$ cat config.mk
export PLATFORM = sky130hd
export DESIGN_NAME = adc_spi_capture_axis
export DESIGN_NICKNAME = d
export VERILOG_FILES = /design/src/rtl/adc_capture_pkg.sv /design/src/rtl/adc_spi_capture_axis_if.sv /design/src/rtl/adc_spi_capture_axis_sync_fifo.sv /design/src/rtl/adc_spi_capture_axis.sv
export SDC_FILE = /design/constraint.sdc
export NUM_CORES = 1
export LEC_CHECK = 0
export BUFFER_PORTS_ARGS = -buffer_cell sky130_fd_sc_hd__buf_2
export CAP_MARGIN = 20
export CORE_UTILIZATION = 50
export CTS_CLUSTER_SIZE = 25
export DETAILED_ROUTE_END_ITERATION = 10
export PLACE_DENSITY = 0.7
export SLEW_MARGIN = 15
export SYNTH_ARGS = -nofsm -noshare
export SYNTH_HDL_FRONTEND = slang
export SYNTH_SLANG_ARGS = --single-unit
$ cat constraint.sdc
create_clock -name m00_axis_aclk -period 27 [get_ports m00_axis_aclk]
set_clock_uncertainty 0.15 [all_clocks]
set_input_delay 6.75 -clock m00_axis_aclk [delete_from_list [all_inputs] [get_ports m00_axis_aclk]]
set_output_delay 6.75 -clock m00_axis_aclk [all_outputs]
set_load 0.1 [all_outputs]
$ cat src/rtl/adc_capture_pkg.sv
// Shared types and constants for the multi-lane ADC SPI capture engine.
package adc_capture_pkg;

  typedef enum logic [1:0] {
    ST_IDLE  = 2'd0,
    ST_CNV   = 2'd1,
    ST_SHIFT = 2'd2,
    ST_STORE = 2'd3
  } state_e;

  localparam int ENTRY_W = 33;
  localparam int OVF_W   = 16;
  localparam int AXIS_W  = 32;

  // Legal build: lanes 1..32, sample 1..32 bits, FIFO a power of two holding one full set.
  function automatic bit cfg_ok(input int n_ch, input int sample_w, input int fifo_depth);
    return (n_ch >= 1) && (n_ch <= 32) && (sample_w >= 1) && (sample_w <= 32) &&
           (fifo_depth >= 1) && ((fifo_depth & (fifo_depth - 1)) == 0) &&
           (fifo_depth >= n_ch);
  endfunction

endpackage

$ cat src/rtl/adc_spi_capture_axis_if.sv
// AXI-Stream beat bundle. A beat transfers on tvalid & tready; while tvalid is high and
// tready low, tdata/tstrb/tlast hold, and tvalid only drops after a transfer.
interface adc_spi_capture_axis_if;
  logic        tvalid;
  logic [31:0] tdata;
  logic [3:0]  tstrb;
  logic        tlast;
  logic        tready;

  modport master (output tvalid, output tdata, output tstrb, output tlast, input tready);
  modport slave  (input tvalid, input tdata, input tstrb, input tlast, output tready);
endinterface

$ cat src/rtl/adc_spi_capture_axis_sync_fifo.sv
// Single-clock FIFO with a registered output stage; o_count covers memory plus output register.
module sync_fifo #(
  parameter int WIDTH = 33,
  parameter int DEPTH = 16
) (
  input  logic                         i_clk,
  input  logic                         i_rst_n,
  input  logic                         i_wr_en,
  input  logic [WIDTH-1:0]             i_wr_data,
  input  logic                         i_rd_ready,
  output logic                         o_rd_valid,
  output logic [WIDTH-1:0]             o_rd_data,
  output logic [$clog2(DEPTH+1)-1:0]   o_count,
  output logic                         o_full,
  output logic                         o_empty
);

  localparam int AW = (DEPTH > 1) ? $clog2(DEPTH) : 1;
  localparam int CW = $clog2(DEPTH + 1);

  logic [WIDTH-1:0] r_mem [DEPTH];
  logic [AW-1:0]    r_wr_ptr;
  logic [AW-1:0]    r_rd_ptr;
  logic [CW-1:0]    r_mem_cnt;
  logic             r_out_valid;
  logic [WIDTH-1:0] r_out_data;

  logic w_load;
  logic w_mem_rd;
  logic w_bypass;
  logic w_mem_wr;

  // The output register refills whenever it is empty or being consumed; an empty memory
  // lets a write go straight to the output so data appears one cycle after the write.
  assign w_load   = !r_out_valid || i_rd_ready;
  assign w_mem_rd = w_load && (r_mem_cnt != '0);
  assign w_bypass = w_load && (r_mem_cnt == '0) && i_wr_en;
  assign w_mem_wr = i_wr_en && !w_bypass && (r_mem_cnt != CW'(DEPTH));

  always_ff @(posedge i_clk) begin
    if (w_mem_wr) begin
      r_mem[r_wr_ptr] <= i_wr_data;
    end
  end

  always_ff @(posedge i_clk) begin
    if (!i_rst_n) begin
      r_wr_ptr    <= '0;
      r_rd_ptr    <= '0;
      r_mem_cnt   <= '0;
      r_out_valid <= 1'b0;
      r_out_data  <= '0;
    end else begin
      if (w_mem_wr) begin
        r_wr_ptr <= (r_wr_ptr == AW'(DEPTH - 1)) ? '0 : r_wr_ptr + AW'(1);
      end
      if (w_mem_rd) begin
        r_rd_ptr <= (r_rd_ptr == AW'(DEPTH - 1)) ? '0 : r_rd_ptr + AW'(1);
      end
      if (w_mem_wr && !w_mem_rd) begin
        r_mem_cnt <= r_mem_cnt + CW'(1);
      end else if (!w_mem_wr && w_mem_rd) begin
        r_mem_cnt <= r_mem_cnt - CW'(1);
      end
      if (w_load) begin
        if (w_mem_rd) begin
          r_out_valid <= 1'b1;
          r_out_data  <= r_mem[r_rd_ptr];
        end else if (w_bypass) begin
          r_out_valid <= 1'b1;
          r_out_data  <= i_wr_data;
        end else begin
          r_out_valid <= 1'b0;
        end
      end
    end
  end

  assign o_rd_valid = r_out_valid;
  assign o_rd_data  = r_out_data;
  assign o_count    = r_mem_cnt + CW'(r_out_valid);
  assign o_full     = (o_count == CW'(DEPTH));
  assign o_empty    = !r_out_valid;

endmodule

$ cat src/rtl/adc_spi_capture_axis.sv
// Multi-lane ADC capture: CNV pulse, parallel SPI shift-in, FIFO buffering, framed AXI-Stream out.
module adc_spi_capture_axis
  import adc_capture_pkg::*;
#(
  parameter int N_CH       = 8,
  parameter int SAMPLE_W   = 16,
  parameter int SIGNED_EXT = 1,
  parameter int CLK_DIV    = 2,
  parameter int CNV_CYCLES = 40,
  parameter int FIFO_DEPTH = 16,
  parameter int FRAME_LEN  = 256
) (
  input  logic              m00_axis_aclk,
  input  logic              m00_axis_aresetn,
  input  logic              enable,
  input  logic              trig,
  output logic              ADC_cnv,
  output logic              ADC_cs_n,
  output logic              ADC_SPI_clk,
  input  logic [N_CH-1:0]   ADC_SPI,
  output logic              sample,
  output logic              m00_axis_tvalid,
  output logic [31:0]       m00_axis_tdata,
  output logic [3:0]        m00_axis_tstrb,
  output logic              m00_axis_tlast,
  input  logic              m00_axis_tready,
  output logic [OVF_W-1:0]  overflow_cnt,
  output logic [1:0]        o_dbg_state
);

  localparam int LANE_W = (N_CH > 1) ? $clog2(N_CH) : 1;
  localparam int CW     = $clog2(FIFO_DEPTH + 1);

  if (!cfg_ok(N_CH, SAMPLE_W, FIFO_DEPTH)) begin : g_cfg_err
    $error("adc_spi_capture_axis: illegal N_CH / SAMPLE_W / FIFO_DEPTH combination");
  end

  state_e              r_state;
  logic [31:0]         r_cnt;
  logic [31:0]         r_div;
  logic [5:0]          r_bit;
  logic [LANE_W-1:0]   r_lane;
  logic                r_store_ok;
  logic [SAMPLE_W-1:0] r_shift [N_CH];
  logic [31:0]         r_frame;
  logic [OVF_W-1:0]    r_ovf;

  logic                w_div_end;
  logic                w_bit_last;
  logic                w_store_first;
  logic                w_room;
  logic                w_ok;
  logic                w_wr_en;
  logic                w_lane_last;
  logic                w_last;
  logic [SAMPLE_W-1:0] w_sample;
  logic [AXIS_W-1:0]   w_ext;
  logic [ENTRY_W-1:0]  w_wr_data;
  logic                w_rd_valid;
  logic [ENTRY_W-1:0]  w_rd_data;
  logic [CW-1:0]       w_count;
  logic                w_full;
  logic                w_empty;

  assign w_div_end     = (r_div == 32'(2 * CLK_DIV - 1));
  assign w_bit_last    = (r_bit == 6'(SAMPLE_W - 1));
  assign w_store_first = (r_state == ST_STORE) && (r_cnt == 32'd0);

  // Admission is decided once, on occupancy seen in the first STORE cycle; the set is
  // then written whole or dropped whole so the host never sees a torn conversion.
  assign w_room      = !w_full && ((32'(FIFO_DEPTH) - 32'(w_count)) >= 32'(N_CH));
  assign w_ok        = w_store_first ? w_room : r_store_ok;
  assign w_wr_en     = (r_state == ST_STORE) && w_ok;
  assign w_lane_last = (r_lane == LANE_W'(N_CH - 1));
  assign w_last      = w_lane_last && (r_frame == 32'(FRAME_LEN - 1));
  assign w_sample    = r_shift[r_lane];
  assign w_ext       = (SIGNED_EXT != 0) ? 32'($signed(w_sample)) : 32'(w_sample);
  assign w_wr_data   = {w_last, w_ext};

  always_ff @(posedge m00_axis_aclk) begin
    if (!m00_axis_aresetn) begin
      r_state    <= ST_IDLE;
      r_cnt      <= '0;
      r_div      <= '0;
      r_bit      <= '0;
      r_lane     <= '0;
      r_store_ok <= 1'b0;
      r_frame    <= '0;
      r_ovf      <= '0;
    end else begin
      case (r_state)
        ST_IDLE: begin
          if (trig && enable) begin
            r_state <= ST_CNV;
            r_cnt   <= '0;
          end
        end
        ST_CNV: begin
          if (r_cnt == 32'(CNV_CYCLES - 1)) begin
            r_state <= ST_SHIFT;
            r_div   <= '0;
            r_bit   <= '0;
          end else begin
            r_cnt <= r_cnt + 32'd1;
          end
        end
        ST_SHIFT: begin
          if (w_div_end) begin
            r_div <= '0;
            r_bit <= r_bit + 6'd1;
            if (w_bit_last) begin
              r_state <= ST_STORE;
              r_cnt   <= '0;
              r_lane  <= '0;
            end
          end else begin
            r_div <= r_div + 32'd1;
          end
        end
        ST_STORE: begin
          r_cnt      <= 32'd1;
          r_store_ok <= w_ok;
          if (!w_ok) begin
            r_state <= ST_IDLE;
            if (r_ovf != '1) begin
              r_ovf <= r_ovf + OVF_W'(1);
            end
          end else if (w_lane_last) begin
            r_state <= ST_IDLE;
            r_frame <= (r_frame == 32'(FRAME_LEN - 1)) ? 32'd0 : r_frame + 32'd1;
          end else begin
            r_lane <= r_lane + LANE_W'(1);
          end
        end
        default: r_state <= ST_IDLE;
      endcase
    end
  end

  // Lanes are captured at the end of each high phase, MSB first.
  always_ff @(posedge m00_axis_aclk) begin
    if (r_state == ST_SHIFT && w_div_end) begin
      for (int l = 0; l < N_CH; l++) begin
        r_shift[l] <= (r_shift[l] << 1) | SAMPLE_W'(ADC_SPI[l]);
      end
    end
  end

  sync_fifo #(
    .WIDTH (ENTRY_W),
    .DEPTH (FIFO_DEPTH)
  ) u_fifo (
    .i_clk      (m00_axis_aclk),
    .i_rst_n    (m00_axis_aresetn),
    .i_wr_en    (w_wr_en),
    .i_wr_data  (w_wr_data),
    .i_rd_ready (u_axis.tready),
    .o_rd_valid (w_rd_valid),
    .o_rd_data  (w_rd_data),
    .o_count    (w_count),
    .o_full     (w_full),
    .o_empty    (w_empty)
  );

  adc_spi_capture_axis_if u_axis ();

  assign u_axis.tvalid = w_rd_valid && !w_empty;
  assign u_axis.tdata  = w_rd_data[AXIS_W-1:0];
  assign u_axis.tlast  = w_rd_data[ENTRY_W-1];
  assign u_axis.tstrb  = 4'hF;
  assign u_axis.tready = m00_axis_tready;

  assign m00_axis_tvalid = u_axis.tvalid;
  assign m00_axis_tdata  = u_axis.tdata;
  assign m00_axis_tlast  = u_axis.tlast;
  assign m00_axis_tstrb  = u_axis.tstrb;

  assign ADC_cnv      = (r_state == ST_CNV);
  assign ADC_cs_n     = (r_state != ST_SHIFT);
  assign ADC_SPI_clk  = (r_state == ST_SHIFT) && (r_div >= 32'(CLK_DIV));
  assign sample       = w_store_first;
  assign overflow_cnt = r_ovf;
  assign o_dbg_state  = r_state;

endmodule

### Word level (Yosys, flattened, before mapping)

Memory sizes are Yosys's and may differ from the RTL's. A register that Yosys moved wholly into a read port is not among the register bits.
Cells that the tools add are included.

* register bits: 171
* bits in latches: 0
* RAM bits: 656
* ROM bits: 0
* input bits: 13
* logic and storage cells: 137
* memories kept: 2

Memories
* u_fifo.r_mem: depth 16, width 33, rd ports 1, clocked after Yosys merged registers in 1, write ports 1, line adc_spi_capture_axis_sync_fifo.sv:21 `logic [WIDTH-1:0] r_mem [DEPTH];`
* r_shift: depth 8, width 16, rd ports 9, clocked after Yosys merged registers in 1, write ports 8, line adc_spi_capture_axis.sv:44 `logic [SAMPLE_W-1:0] r_shift [N_CH];`

* add/subtract/negate cells: 12
* multiply operators: 0
* div/mod/pow operators: 0
* $lt $le $gt $ge: 2
* equality and inequality tests: 22
* shift operators: 0
* mux-type cells: 41
* bitwise gates (word level): 9
* reduce and logical (&&, ||, !) cells: 36

Operators by type and width (count)
* $mux 32: 7
* $or 16x1->16: 8
* $pmux 32 s4: 1
* $add 32x1->32 const B: 3
* $mux 33: 2
* $pmux 32 s2: 1
* $eq 32x2->1 const B: 1
* $eq 32x6->1 const B: 1
* $eq 32x8->1 const B: 1
* $ge 32x2->1 const B: 1
* $ge 32x4->1 const B: 1
* $logic_not 32->1: 1
* $mux 3: 6
* $add 16x1->16 const B: 1
* $mux 4: 4
* $ne 16x16->1 const B: 1
* $logic_and 1x1->1: 14
* $ne 2x2->1 const B: 7
* $mux 2: 6
* $mux 6: 2
* $pmux 6 s2: 1
* $mux 5: 2
* $reduce_and 5->1: 2
* $reduce_and 3->1: 3
* 28 further kinds: 45

### Depth between registers and ports, before layout

* depth after elaboration: 14
* mapped depth: 22
* depth with buffers taken out: 20

### By module

Synthesis repeated with hierarchy kept, for this count alone.

* cells, all modules: 2179
* area total of the unflattened synthesis: 34031.4 um2

Modules (own cells, without submodules)
* sync_fifo: times used 1, cells an instance 1159, area an instance 22519.1 um2, sequential area each 16876.2 um2
* adc_spi_capture_axis: times used 1, cells an instance 1020, area an instance 11512.3 um2, sequential area each 6386.1 um2

### Least setup slack after synthesis

Ideal clock, no wire load.

* path type: reg-to-reg
* start: reg r_state[1] (netlist: o_dbg_state[1])
* end: mem r_shift[0][0] (enable)
* arrival: 14.747 ns
* required time: 25.913 ns
* slack: 11.166 ns
* cell stages (with the launch flop): 4
* path buffers: 0
* period minus slack after synthesis: 15.834 ns
* cells stage by stage: dfxtp_1 > ha_1 > clkinv_1 > nor4_1

RTL lines
* from (decl): line adc_spi_capture_axis.sv:38 `state_e r_state;`
* from (signal assigned): line adc_spi_capture_axis.sv:82 `r_state <= ST_IDLE;`
* from (signal assigned): line adc_spi_capture_axis.sv:94 `r_state <= ST_CNV;`
* from (signal assigned): line adc_spi_capture_axis.sv:100 `r_state <= ST_SHIFT;`
* to (decl): line adc_spi_capture_axis.sv:44

### Final worst setup path

* start: reg r_cnt[20]
* end: out sample

* longest elaborated chain between the ends: 2

RTL lines
* from (decl): line adc_spi_capture_axis.sv:39 `logic [31:0] r_cnt;`
* from (signal assigned): line adc_spi_capture_axis.sv:104 `r_cnt <= r_cnt + 32'd1;`
* $logic_not 32->1: line adc_spi_capture_axis.sv:67 `assign w_store_first = (r_state == ST_STORE) && (r_cnt == 32'd0);`
* $logic_and 1x1->1: line adc_spi_capture_axis.sv:67
* to (decl): line adc_spi_capture_axis.sv:21 `output logic sample,`

Every way passes these cells.

==> out/summary.txt <==
DRT
--------------------------------------------------------------------------------------
Post-route DRC                                                                       0
Per-cell routed wire length                                                    21.9 um
Total wire length after detailed routing                                       53.1 mm
DRT antenna net count                                                                0
Iteration count of the initial detailed-routing pass                                 6
Violation count after the first detailed-routing iteration                        1484
Detailed-route vias per instance                                                  6.26
Routed via count                                                                 15200

FINISH
--------------------------------------------------------------------------------------
Final-stage net count                                                             1802
Synthesis-to-finish area growth                                                  11.0%
Share of final-layout standard cells stronger than drive strength 1              19.2%
Number of diodes added for antenna fixing                                            0
Final standard cell count with taps included and fillers excluded                 2425

GLOBAL ROUTE
--------------------------------------------------------------------------------------
Grt peak-use layer                                                                met2
GRT overflow                                                                         0
Global-route wire length before repair                                         83.1 mm
Pin count of the biggest net entering global routing                                68
Total Routing Usage GR                                                           21.5%
Met1 global-route usage                                                          29.5%
Global routing usage on met2                                                     35.5%
Met3 track demand over resource in global routing                                3.76%
Number of global-route vias before repair                                        14600
Antenna violations before repair                                                     0

SYNTHESIS
--------------------------------------------------------------------------------------
Part of the Yosys area used for sequential elements                              62.7%
Mean post-synth cell area                                                   14.1 sq um
Number of enable-type register cells in the synthesized netlist                    400
Flip-flop cell with the highest count after synthesis                         edfxtp_1
Share of the synthesized area in the top cell type                               49.4%
Post-synthesis cell type count                                                      80
Synth warnings                                                                       0
Number of synthesized register bits                                                562
Top cell type by total area after synthesis                                   edfxtp_1
Post-synthesis cell count                                                         1725
Post-synth design cell area                                                24300 sq um
Async set-or-reset flop fraction in the synthesized netlist                         0%
Biggest area contributors in the synthesized netlist                      edfxtp_1 (49%), dfxtp_1 (13%), mux4_2 (11%), a21oi_1 (2.1%), nor2_1 (1.6%)

DIE
--------------------------------------------------------------------------------------
Site row count                                                                      80
Die width                                                                       223 um
Placeable core region                                                      47800 sq um
Area enclosed by the die boundary                                          49500 sq um
I/O pins                                                                            73
Starting utilization of the core area                                            50.8%
DIE HEIGHT                                                                      223 um

PLACE
--------------------------------------------------------------------------------------
I/O Buffers                                                                         68
Placed Instances                                                                  2319
RePlAce Congestion                                                               0.832
Half-perimeter wire length after detailed placement                            32.9 mm

WORST SETUP PATH
--------------------------------------------------------------------------------------
Kind of end point of the critical path                                     output port
Arrival time of data at the critical path endpoint                             2900 ps
Critical Path Source Type                                                         flop
Critical Path RT                                                              20100 ps
Setup CP Type                                                               reg -> out
Crit-path max FO                                                                    10

TIMING
--------------------------------------------------------------------------------------
Final Slew Violations                                                                0
Worst-case hold slack                                                           290 ps
Period utilisation layout                                                        36.3%
Maximum clock frequency                                                        102 MHz
RSZ-0062 raised after global routing                                                no
Worst-Margin Slew                                                              1100 ps
Clock period minus worst slack                                                 9800 ps
Setup violations, final                                                              0
Accumulated negative setup slack                                                  0 ps
Hold Fails Final Rpt                                                                 0
Slew margin rel.                                                                 26.2%

CLOCKING
--------------------------------------------------------------------------------------
Setup fix buffers added after clock tree synthesis                                   0
CTS tree                                                                          done
Total clock sinks                                                                  562
Maximum buffer depth of the clock tree                                               3
Clock slew at the register clock pins of the worst setup and hold paths          60 ps
CTS H-Tree Depth                                                                     2
Quantity of gates resized following cts                                              0
Clock buffer count from CTS                                                         56
Clk_lat worst skew                                                              620 ps
Hold bufs inserted after CTS                                                         0
CTS root buf                                                                 clkbuf_16

JOB
--------------------------------------------------------------------------------------
Maxcap violations                                                                    0

POWER AND IR DROP
--------------------------------------------------------------------------------------
Worst IR drop on VDD                                                         0.0566 mV
Overall power                                                                  2420 uW
Total power density per cell area                                         89.6 nW/um^2
Reported leakage power                                                      0.00865 uW

HOLD PATH
--------------------------------------------------------------------------------------
Hold crit path type                                                         reg -> reg

OUTCOME
--------------------------------------------------------------------------------------
Outcome                                                                   complete, no violations

[critical path, stage by stage (launching register included)]
cell and delay, ps:
dfxtp_1 330, nor4_1 490, nand4_2 390, or3_1 520
inv_1 120, buf_2 430
[cell families after synthesis]
group,count (synthesis),share of synthesized area (%)
simple gates,527,12.1
xor+xnor,37,1.33
compound gates,266,7.26
fa+ha+maj,27,1.42
other cells,1,0.0154
mux,153,12.3
flops,562,62.7
buf+inv,152,2.76
[metrics by stage]
step	utilization, %	instance area (sq um)	setup slack (ps)
2_1_floorplan	-	24300	11170
3_3_place_gp	52.4	25100	16970
3_5_place_dp	52.4	25100	16850
4_1_cts	56.4	27000	17190
5_1_grt	56.4	27000	17030
6_report	56.4	27000	17200
[state kept, by name, summed over array words and instances (netlist names), named ones only]
register and count:
o_dbg_state 2, overflow_cnt 16, r_bit 6, r_cnt 32, r_div 32, r_frame 32, r_lane 3, r_shift 128
r_store_ok 1, u_fifo.o_rd_data 17, u_fifo.o_rd_valid 1, u_fifo.r_mem 272, u_fifo.r_mem_cnt 5, u_fifo.r_rd_ptr 4, u_fifo.r_wr_ptr 4
[where the power goes]
group          internal, uW  total [uW]  leakage [uW]  switching [uW]
Sequential              942         981       0.00493            39.2
Clock                   465         792      0.000933             327
Combinational           196         646       0.00278             450
[cell usage in the layout, fill, tap and decap left out, types with 11 or more instances in the layout]
cell,instances
o31ai_1,21
nand4_1,50
edfxtp_1,400
dfxtp_1,159
ha_1,26
and3_1,37
a21oi_1,100
nand2_1,81
nor2_1,101
clkbuf_16,57
xnor2_1,18
xor2_1,19
nor4_1,37
clkinv_2,13
or3_1,34
buf_4,22
and4_1,11
nor3_1,21
mux2i_1,28
nand3_1,58
buf_2,68
and2_1,16
inv_1,36
or4_1,24
a31oi_1,12
o21ai_0,38
clkbuf_1,14
mux4_2,116
[routing by layer]
layer / wire (um) / part of all wire (%)
met4: 1110 / 2.1
met1: 22600 / 43
met2: 25900 / 49
met5: 0 / 0
met3: 3470 / 6.5
[worst paths after layout]
check	start	endpoint	slack, ps	cells after the start
setup reg to reg	u_fifo.r_mem_cnt[0]	u_fifo.r_mem_cnt[4]	21670	19
hold / removal	r_shift[3][13]	r_shift[3][14]	290	0
hold reg to reg	r_shift[3][13]	r_shift[3][14]	290	0
setup / recovery	r_cnt[20]	sample	17200	5
[area by class of cell]
| cell class | instances | area [sq um] |
|---|---|---|
| clock inverter | 28 | 322 |
| multi-input combinational | 1014 | 8420 |
| tap | 615 | 769 |
| sequential | 562 | 15300 |
| inverter | 38 | 143 |
| fill | 3732 | 20900 |
| clock buffer | 78 | 1580 |
| timing repair buffer | 90 | 505 |
[Yosys cell counts (7+ instances only)]
master    instances
edfxtp_1        400
dfxtp_1         162
mux4_2          116
nor2_1          101
a21oi_1         100
nand2_1          81
clkbuf_1         66
nand3_1          58
nand4_1          50
nor4_1           38
o21ai_0          38
and3_1           37
inv_1            36
or3_1            34
mux2i_1          28
ha_1             26
or4_1            24
o31ai_1          22
buf_4            21
nor3_1           21
xor2_1           19
buf_2            18
xnor2_1          18
and2_1           16
a31oi_1          12
and4_1           11
nand3b_1         10
buf_1             9
mux2_2            9
nand2b_1          9
o21bai_1          8
o221a_2           8
nor4_2            7
o211ai_1          7
o221a_1           7
Note: power is estimated with default switching activity, not from simulation.
